===== config.mk =====
export PLATFORM = sky130hd
export DESIGN_NAME = pa_fpu_frbus
export DESIGN_NICKNAME = d
export VERILOG_FILES = /design/src/rtl/pa_fpu_pkg.sv /design/src/rtl/pa_fpu_frbus_fifo.sv /design/src/rtl/pa_fpu_frbus.sv
export SDC_FILE = /design/constraint.sdc
export NUM_CORES = 1
export LEC_CHECK = 0
export ABC_CLOCK_PERIOD_IN_PS = 5600
export CAP_MARGIN = 10
export CORE_ASPECT_RATIO = 2
export CORE_MARGIN = 8
export CORE_UTILIZATION = 35
export DETAILED_ROUTE_END_ITERATION = 12
export PLACE_DENSITY_LB_ADDON = 0.05
export SETUP_SLACK_MARGIN = 0.15
export SYNTH_ARGS = -nofsm -noshare
export SYNTH_HDL_FRONTEND = slang
export SYNTH_SLANG_ARGS = --single-unit

===== constraint.sdc =====
create_clock -name forever_cpuclk -period 5.6 [get_ports forever_cpuclk]
set_input_delay 0.56 -clock forever_cpuclk [delete_from_list [all_inputs] [get_ports forever_cpuclk]]
set_output_delay 0.56 -clock forever_cpuclk [all_outputs]
set_load 0.05 [all_outputs]

===== src/rtl/pa_fpu_pkg.sv =====
// Shared FPU widths: result data, exception-flag and FP register-index fields.
package pa_fpu_pkg;
    localparam int FPU_FLEN = 32;
    localparam int FFLAG_W  = 5;
    localparam int REG_W    = 5;

    typedef logic [FFLAG_W-1:0] fflags_t;
    typedef logic [REG_W-1:0]   reg_idx_t;
endpackage


===== src/rtl/pa_fpu_frbus_fifo.sv =====
// Two-slot writeback store: up to two writes per cycle (slot0 at wr_ptr, slot1 behind it), one read.
// Read data is combinational from rd_ptr; storage itself is never reset, only the pointers.
module pa_fpu_frbus_fifo #(
    parameter int DEPTH = 2,
    parameter int W     = 42
) (
    input  logic         clk,
    input  logic         rst,
    input  logic         wr0_en,
    input  logic [W-1:0] wr0_dat,
    input  logic         wr1_en,
    input  logic [W-1:0] wr1_dat,
    input  logic         rd_en,
    output logic [W-1:0] rd_dat
);
    logic [W-1:0] mem [DEPTH];
    logic         wr_ptr;
    logic         rd_ptr;

    always_ff @(posedge clk or posedge rst) begin
        if (rst) begin
            wr_ptr <= 1'b0;
            rd_ptr <= 1'b0;
        end else begin
            // Pointers are 1 bit wide, so adding 0/1/2 modulo 2 is an XOR with the parity.
            wr_ptr <= wr_ptr ^ (wr0_en ^ wr1_en);
            rd_ptr <= rd_ptr ^ rd_en;
        end
    end

    always_ff @(posedge clk) begin
        if (wr0_en) mem[wr_ptr] <= wr0_dat;
        if (wr1_en) mem[wr_ptr + 1'b1] <= wr1_dat;
    end

    assign rd_dat = mem[rd_ptr];
endmodule


===== src/rtl/pa_fpu_frbus.sv =====
// FP result bus: merges EX2 and FDSU results into a 2-entry buffer feeding the FP register-file write port.
// One cycle push-to-request; FDSU is held off and EX1 stalled when the buffer would overflow.
module pa_fpu_frbus
    import pa_fpu_pkg::*;
#(
    parameter int DEPTH = 2,
    parameter int FLEN  = FPU_FLEN
) (
    input  logic               forever_cpuclk,
    input  logic               cpurst,
    input  logic               ex2_inst_wb,
    input  logic [FLEN-1:0]    dp_frbus_ex2_data,
    input  logic [FFLAG_W-1:0] dp_frbus_ex2_fflags,
    input  logic [REG_W-1:0]   ctrl_frbus_ex2_dst_reg,
    input  logic               fdsu_frbus_wb_vld,
    input  logic [FLEN-1:0]    fdsu_frbus_data,
    input  logic [FFLAG_W-1:0] fdsu_frbus_fflags,
    input  logic [REG_W-1:0]   fdsu_frbus_dst_reg,
    output logic               frbus_fdsu_wb_grant,
    output logic               frbus_ctrl_ex1_stall,
    output logic               frbus_rf_wb_vld,
    output logic [FLEN-1:0]    frbus_rf_wb_data,
    output logic [REG_W-1:0]   frbus_rf_wb_reg,
    input  logic               rf_frbus_wb_ready,
    output logic               frbus_cp0_fflags_vld,
    output logic [FFLAG_W-1:0] frbus_cp0_fflags
);
    localparam int EW = FLEN + FFLAG_W + REG_W;

    logic [1:0]         count_q;
    logic [2:0]         count_d;
    logic [2:0]         occ_after_ex2;
    logic [1:0]         pushes;
    logic               ex2_push;
    logic               pop;
    logic [EW-1:0]      ex2_entry;
    logic [EW-1:0]      fdsu_entry;
    logic [EW-1:0]      rd_entry;
    logic [FFLAG_W-1:0] rd_fflags;

    assign ex2_entry  = {dp_frbus_ex2_data, dp_frbus_ex2_fflags, ctrl_frbus_ex2_dst_reg};
    assign fdsu_entry = {fdsu_frbus_data, fdsu_frbus_fflags, fdsu_frbus_dst_reg};

    assign frbus_rf_wb_vld = (count_q != 2'd0);
    assign pop             = frbus_rf_wb_vld && rf_frbus_wb_ready;
    assign ex2_push        = ex2_inst_wb && !cpurst;

    // FDSU only gets a slot left over after this cycle's EX2 push and pop.
    assign occ_after_ex2 = {1'b0, count_q} + {2'b0, ex2_push} - {2'b0, pop};
    assign frbus_fdsu_wb_grant = fdsu_frbus_wb_vld && !cpurst && (occ_after_ex2 < 3'd2);

    assign pushes  = {1'b0, ex2_push} + {1'b0, frbus_fdsu_wb_grant};
    assign count_d = {1'b0, count_q} + {1'b0, pushes} - {2'b0, pop};

    // A pending ungranted FDSU result will claim the last slot, so EX1 must hold too.
    assign frbus_ctrl_ex1_stall = !cpurst &&
        ((count_d == 3'd2) ||
         ((count_d == 3'd1) && fdsu_frbus_wb_vld && !frbus_fdsu_wb_grant));

    always_ff @(posedge forever_cpuclk or posedge cpurst) begin
        if (cpurst) count_q <= 2'd0;
        else        count_q <= count_d[1:0];
    end

    // FDSU goes into the earlier slot so it writes back ahead of a simultaneous EX2 result.
    pa_fpu_frbus_fifo #(
        .DEPTH (DEPTH),
        .W     (EW)
    ) u_fifo (
        .clk     (forever_cpuclk),
        .rst     (cpurst),
        .wr0_en  (frbus_fdsu_wb_grant || ex2_push),
        .wr0_dat (frbus_fdsu_wb_grant ? fdsu_entry : ex2_entry),
        .wr1_en  (frbus_fdsu_wb_grant && ex2_push),
        .wr1_dat (ex2_entry),
        .rd_en   (pop),
        .rd_dat  (rd_entry)
    );

    assign {frbus_rf_wb_data, rd_fflags, frbus_rf_wb_reg} = rd_entry;

    always_ff @(posedge forever_cpuclk or posedge cpurst) begin
        if (cpurst) begin
            frbus_cp0_fflags_vld <= 1'b0;
            frbus_cp0_fflags     <= '0;
        end else begin
            frbus_cp0_fflags_vld <= pop;
            frbus_cp0_fflags     <= pop ? rd_fflags : '0;
        end
    end
endmodule


# Word level (Yosys, flattened, before mapping)
# Memories as Yosys holds them, arrays and structs flattened.
# Index checks and enable logic that the tools add are counted.
# totals
ff_bits,10
ramBits,84
out_inout_bits,46
word_cells,37
n_memories,1
# mem_list
memory,depth,word_bits,rd,rd_clocked_by_memory_dff,wr,line,text
u_fifo.mem,2,42,1,0,2,pa_fpu_frbus_fifo.sv:16,logic [W-1:0] mem [DEPTH];
# op_classes
add_sub_neg,6
order_cmp,1
n_eq_ne,2
n_mux,6
bitwise,3
n_reduce_logical,13
# op_table
op,count
42-bit 2-to-1 mux,1
1-bit logical AND,8
3-bit by 1-bit subtractor with 3-bit output,2
5-bit 2-to-1 mux,1
1-bit 2-to-1 mux,4
2-bit by 1-bit adder with 3-bit output,1
2-bit by 2-bit adder with 3-bit output,1
"3-bit by 1-bit == test with 1-bit output, second input constant",1
"3-bit by 2-bit == test with 1-bit output, second input constant",1
"3-bit by 2-bit less-than comparator with 1-bit output, second input constant",1
1-bit bitwise XOR,3
1-bit by 1-bit adder with 2-bit output,1
1-bit logical NOT,2
1-bit logical OR,2
2-bit nonzero test,1
"1-bit adder, second input constant",1

# Longest topological paths before layout
# depth
word_depth,14
ltp_mapped,13
ltp_nobuf,13

# Modules after synthesis
# A second synthesis with hierarchy kept.
# hier_totals
hier_cells,324
area_unflattened_um2,5465.2
# by_module_without_submodules
mod,instances,cells_each,area_per_inst_um2,seq_area_each_um2
pa_fpu_frbus_fifo,1,236,4357.9,2572.5
pa_fpu_frbus,1,88,1107.3,200.2

# Worst setup path after synthesis
# OpenSTA, ideal clock, no wires.
# synth_path
path_kind,reg2reg
startpoint,register count_q[1]
endpoint,"memory u_fifo.mem[0][0], enable pin"
setup_time_ns,0.500
t_arrival_ns,6.062
required_ns,5.100
setup_slack_ns,-0.962
path_stages_with_launch,10
path_buffers,0
synth_period_minus_slack_ns,6.562
path_cell_list,dfrtp_1 -> or2_2 -> nand2_1 -> nor2_1 -> fa_1 -> xor2_2 -> nor2_1 -> inv_1 -> ha_1 -> o21ai_0
# synth_rtl
element,line,text
from (decl),pa_fpu_frbus.sv:30,logic [1:0] count_q;
from (signal assigned),pa_fpu_frbus.sv:62,else count_q <= count_d[1:0];
to (decl),pa_fpu_frbus_fifo.sv:16,

# Worst setup path in the final report
# layout_path
startpoint,input port cpurst
endpoint,output port frbus_ctrl_ex1_stall
# layout_between
elab_chain_len,14
# layout_rtl
element,line,text
from (decl),pa_fpu_frbus.sv:10,"input logic cpurst,"
1-bit logical NOT (no source line) (*),-,
1-bit logical AND,pa_fpu_frbus.sv:46,assign ex2_push = ex2_inst_wb && !cpurst;
2-bit by 1-bit adder with 3-bit output,pa_fpu_frbus.sv:49,"assign occ_after_ex2 = {1'b0, count_q} + {2'b0, ex2_push} - {2'b0, pop};"
3-bit by 1-bit subtractor with 3-bit output,pa_fpu_frbus.sv:49,
3-bit by 2-bit less-than comparator with 1-bit output,pa_fpu_frbus.sv:50,assign frbus_fdsu_wb_grant = fdsu_frbus_wb_vld && !cpurst && (occ_after_ex2 < 3'd2);
1-bit logical AND,pa_fpu_frbus.sv:50,
1-bit by 1-bit adder with 2-bit output (*),pa_fpu_frbus.sv:52,"assign pushes = {1'b0, ex2_push} + {1'b0, frbus_fdsu_wb_grant};"
2-bit by 2-bit adder with 3-bit output (*),pa_fpu_frbus.sv:53,"assign count_d = {1'b0, count_q} + {1'b0, pushes} - {2'b0, pop};"
3-bit by 1-bit subtractor with 3-bit output (*),pa_fpu_frbus.sv:53,
net count_d[1],pa_fpu_frbus.sv:31,logic [2:0] count_d;
3-bit by 1-bit == test with 1-bit output,pa_fpu_frbus.sv:58,((count_d == 3'd1) && fdsu_frbus_wb_vld && !frbus_fdsu_wb_grant));
1-bit logical AND (2 in a row),pa_fpu_frbus.sv:58,
1-bit logical OR (*),pa_fpu_frbus.sv:57,((count_d == 3'd2) ||
1-bit logical AND (*),pa_fpu_frbus.sv:56,assign frbus_ctrl_ex1_stall = !cpurst &&
to (decl),pa_fpu_frbus.sv:20,"output logic frbus_ctrl_ex1_stall,"
# Mark *: on every way through the listed nets, which the timed path passes. The rest lies on a longest branch.

==> results.ini <==
[run_status]
status = completed

[clocking]
clkLatencyLatePin_ns = 0.33
ctsHoldBuffers = 0
cts_buffer_depth = 2
clk_pin_slew_ns = 0.06
cts_resized = 0
post_cts_buffers = 0
cts_tree = done
h-tree-depth = 3
cts_buffers = 9
clock-sinks = 94
root_buffer = clkbuf_16

[route]
firstDrtPassIters = 4
drt_iter0_drc = 76
vias = 2789
wl_per_cell_um = 18.0
ant_nets = 0
vias_per_cell = 4.56
drc = 0
drt-total-wl_mm = 11.0

[sta]
slew_violations = 0
slew_headroom_pct = 63.3
worstMarginPinSlew_ns = 0.549
hold_slack_ns = 0.495
min_period_ns = 4.78
finalSetupViolCount = 0
finalCritPeriodShare_pct = 85.4
fin_skew_ns = 0.00931
fin_setup_tns_ns = 0
fmax_mhz = 209
hold_viol = 0
rsz0062_at_grt = false

[setup_path]
path_max_fanout = 5
crit_required_ns = 5.04
worstSetupStartpointType = input port
arrival_ns = 4.22
critPathCaptureType = output port
worstSetupPathType = in2out

[layout]
nets = 511
drive_gt1_share_pct = 35.8
multi_input_area_sq_um = 2030
synthToLayoutAreaGrowth_pct = 37.1
regArea_sq_um = 2770
fillCellCount = 1258
final_cell_area_sq_um = 6760
antennaDiodeCount = 0

[yosys]
synth.distinct_cells = 27
synth_top_cell_by_area = edfxtp_1
yosys_warnings = 0
avgSynthCellArea_sq_um = 17.8
synth-seq-cells = 94
ys_top_cells_by_area = edfxtp_1, mux2_4, mux2_2
synth_flop_cell = edfxtp_1
synth-edff-count = 84
ys_seq_area_share_pct = 56.2
yosysMostFrequentCell = edfxtp_1
postSynth.asyncResetShare_pct = 10.6
synth_top_area_share_pct = 51.2
synth_commonest_cells = edfxtp_1, mux2_4, mux2_2
syn-instance-count = 277
synth_nets = 371
syn_area_sq_um = 4930

[power]
internal_power_mw = 2.06
p_sw_share_pct = 39.0
power_density_nw_per_um2 = 500
pwr-share-comb_pct = 51.0
p_seq_share_pct = 31.6
clkPwrFrac_pct = 17.4
p_leak_nw = 2.52
max-vdd-ir-drop_mv = 0.189
net-switching-power_mw = 1.32

[floorplan]
coreArea_sq_um = 13800
ioPinCount = 135
fp.dieH_um = 184
core.rowCount = 61
start_util_pct = 35.7
dieArea_sq_um = 18400
fp.dieW_um = 99.9

[global_route]
overflow = 0
grt_max_degree = 28
grt_pass1_wl_mm = 17.0
antenna_found_initial = 0
grt_pass1_vias = 3235
grt.total_usage_pct = 12.3

[placement]
io_buffers = 134
post_dp_cell_area_sq_um = 6470
place_congestion = 0.761
dp_hpwl_mm = 8.20

[min_path]
hold_path_class = reg2reg

[run]
max_cap_violations = 0

-- cell families (layout without fill, tap and decap cells) --
logic type,count (synthesis),after routing,share of synthesized area (%)
flip-flops,94,94,56.2
AO/OA/AOI/OAI,5,5,0.736
AND/OR/NAND/NOR,19,19,2.54
multiplexers,126,126,34.7
buffers and inverters,23,168,2.99
adder cells (fa/ha/maj),5,5,1.73
XOR/XNOR,5,5,1.04
-- metal layers --
layer	vias up	global-route usage, %	wire length, um
met3	10	3.49	599
li1	1323	-	-
met5	-	0	0
met1	1374	11.7	3910
met2	82	23.6	6320
met4	0	4.70	170
-- power groups by stage --
stage | logic, mW | registers, mW | clock network [mW]
after floorplan | 1.23 | 1.09 | 0
after global placement | 1.74 | 1.08 | 0
after detailed placement | 1.76 | 1.09 | 0
after CTS | 1.76 | 1.07 | 0.609
after global routing | 1.82 | 1.09 | 0.639
final | 1.72 | 1.07 | 0.588
-- critical path, stage by stage --
cell and delay (ns):
clkdlybuf4s50_1 0.48, nor2b_1 0.34, xnor2_1 0.16, nand2_1 0.09, fa_1 0.42, xor2_2 0.24
nor2_1 0.21, inv_1 0.10, fa_1 0.39, inv_1 0.07, fa_1 0.44, nor2_1 0.12
o311ai_0 0.16, a211oi_2 0.21, buf_4 0.23
-- registers in the layout, summed over array words and instances, names as in the netlist --
signal and cells:
frbus_cp0_fflags_vld 1, u_fifo.rd_ptr 1, u_fifo.wr_ptr 1, count_q 2
u_fifo.mem 84, frbus_cp0_fflags 5
-- final timing paths --
path                                  start                    to  slack (ns)  depth (start not counted)
setup / recovery                     cpurst  frbus_ctrl_ex1_stall        0.82                         15
hold / removal             u_fifo.mem[0][5]   frbus_cp0_fflags[0]        0.49                          2
setup reg to reg                 count_q[1]     u_fifo.mem[1][26]        1.81                         10
hold reg to reg            u_fifo.mem[0][5]   frbus_cp0_fflags[0]        0.49                          2
max in group asynchronous            cpurst         u_fifo.rd_ptr        4.62                          2
min in group asynchronous            cpurst            count_q[1]        0.65                          2
-- layout by cell type (no fill, tap or decap), types with 2 or more instances in the layout --
cell,n
nor2b_1,2
ha_1,2
clkinvlp_4,2
xnor2_1,3
clkdlybuf4s50_1,133
inv_1,10
mux2_2,41
mux2i_1,5
nor2_1,8
edfxtp_1,84
fa_1,3
dfrtp_1,9
clkbuf_1,3
mux2_4,80
buf_4,9
clkbuf_16,9
nand2_1,4
-- stage by stage --
step,setup slack (ns),std cells,power [mW],utilization (%)
2_1_floorplan,0.173,277,2.32,-
3_3_place_gp,0.828,595,2.82,46.9
3_5_place_dp,0.760,595,2.84,46.9
4_1_cts,0.769,611,3.44,48.9
5_1_grt,0.594,611,3.55,48.9
6_report,0.816,611,3.38,48.9
-- cell type report --
cell class                 count  share of cell area, %
sequential                    94                   41.0
timing repair buffer         142                   20.7
multi-input combinational    160                   30.0
tap                          189                   3.50
clock buffer                  12                   3.50
clock inverter                 4                  0.722
inverter                      10                  0.555
Note: power is estimated with default switching activity, not from simulation.
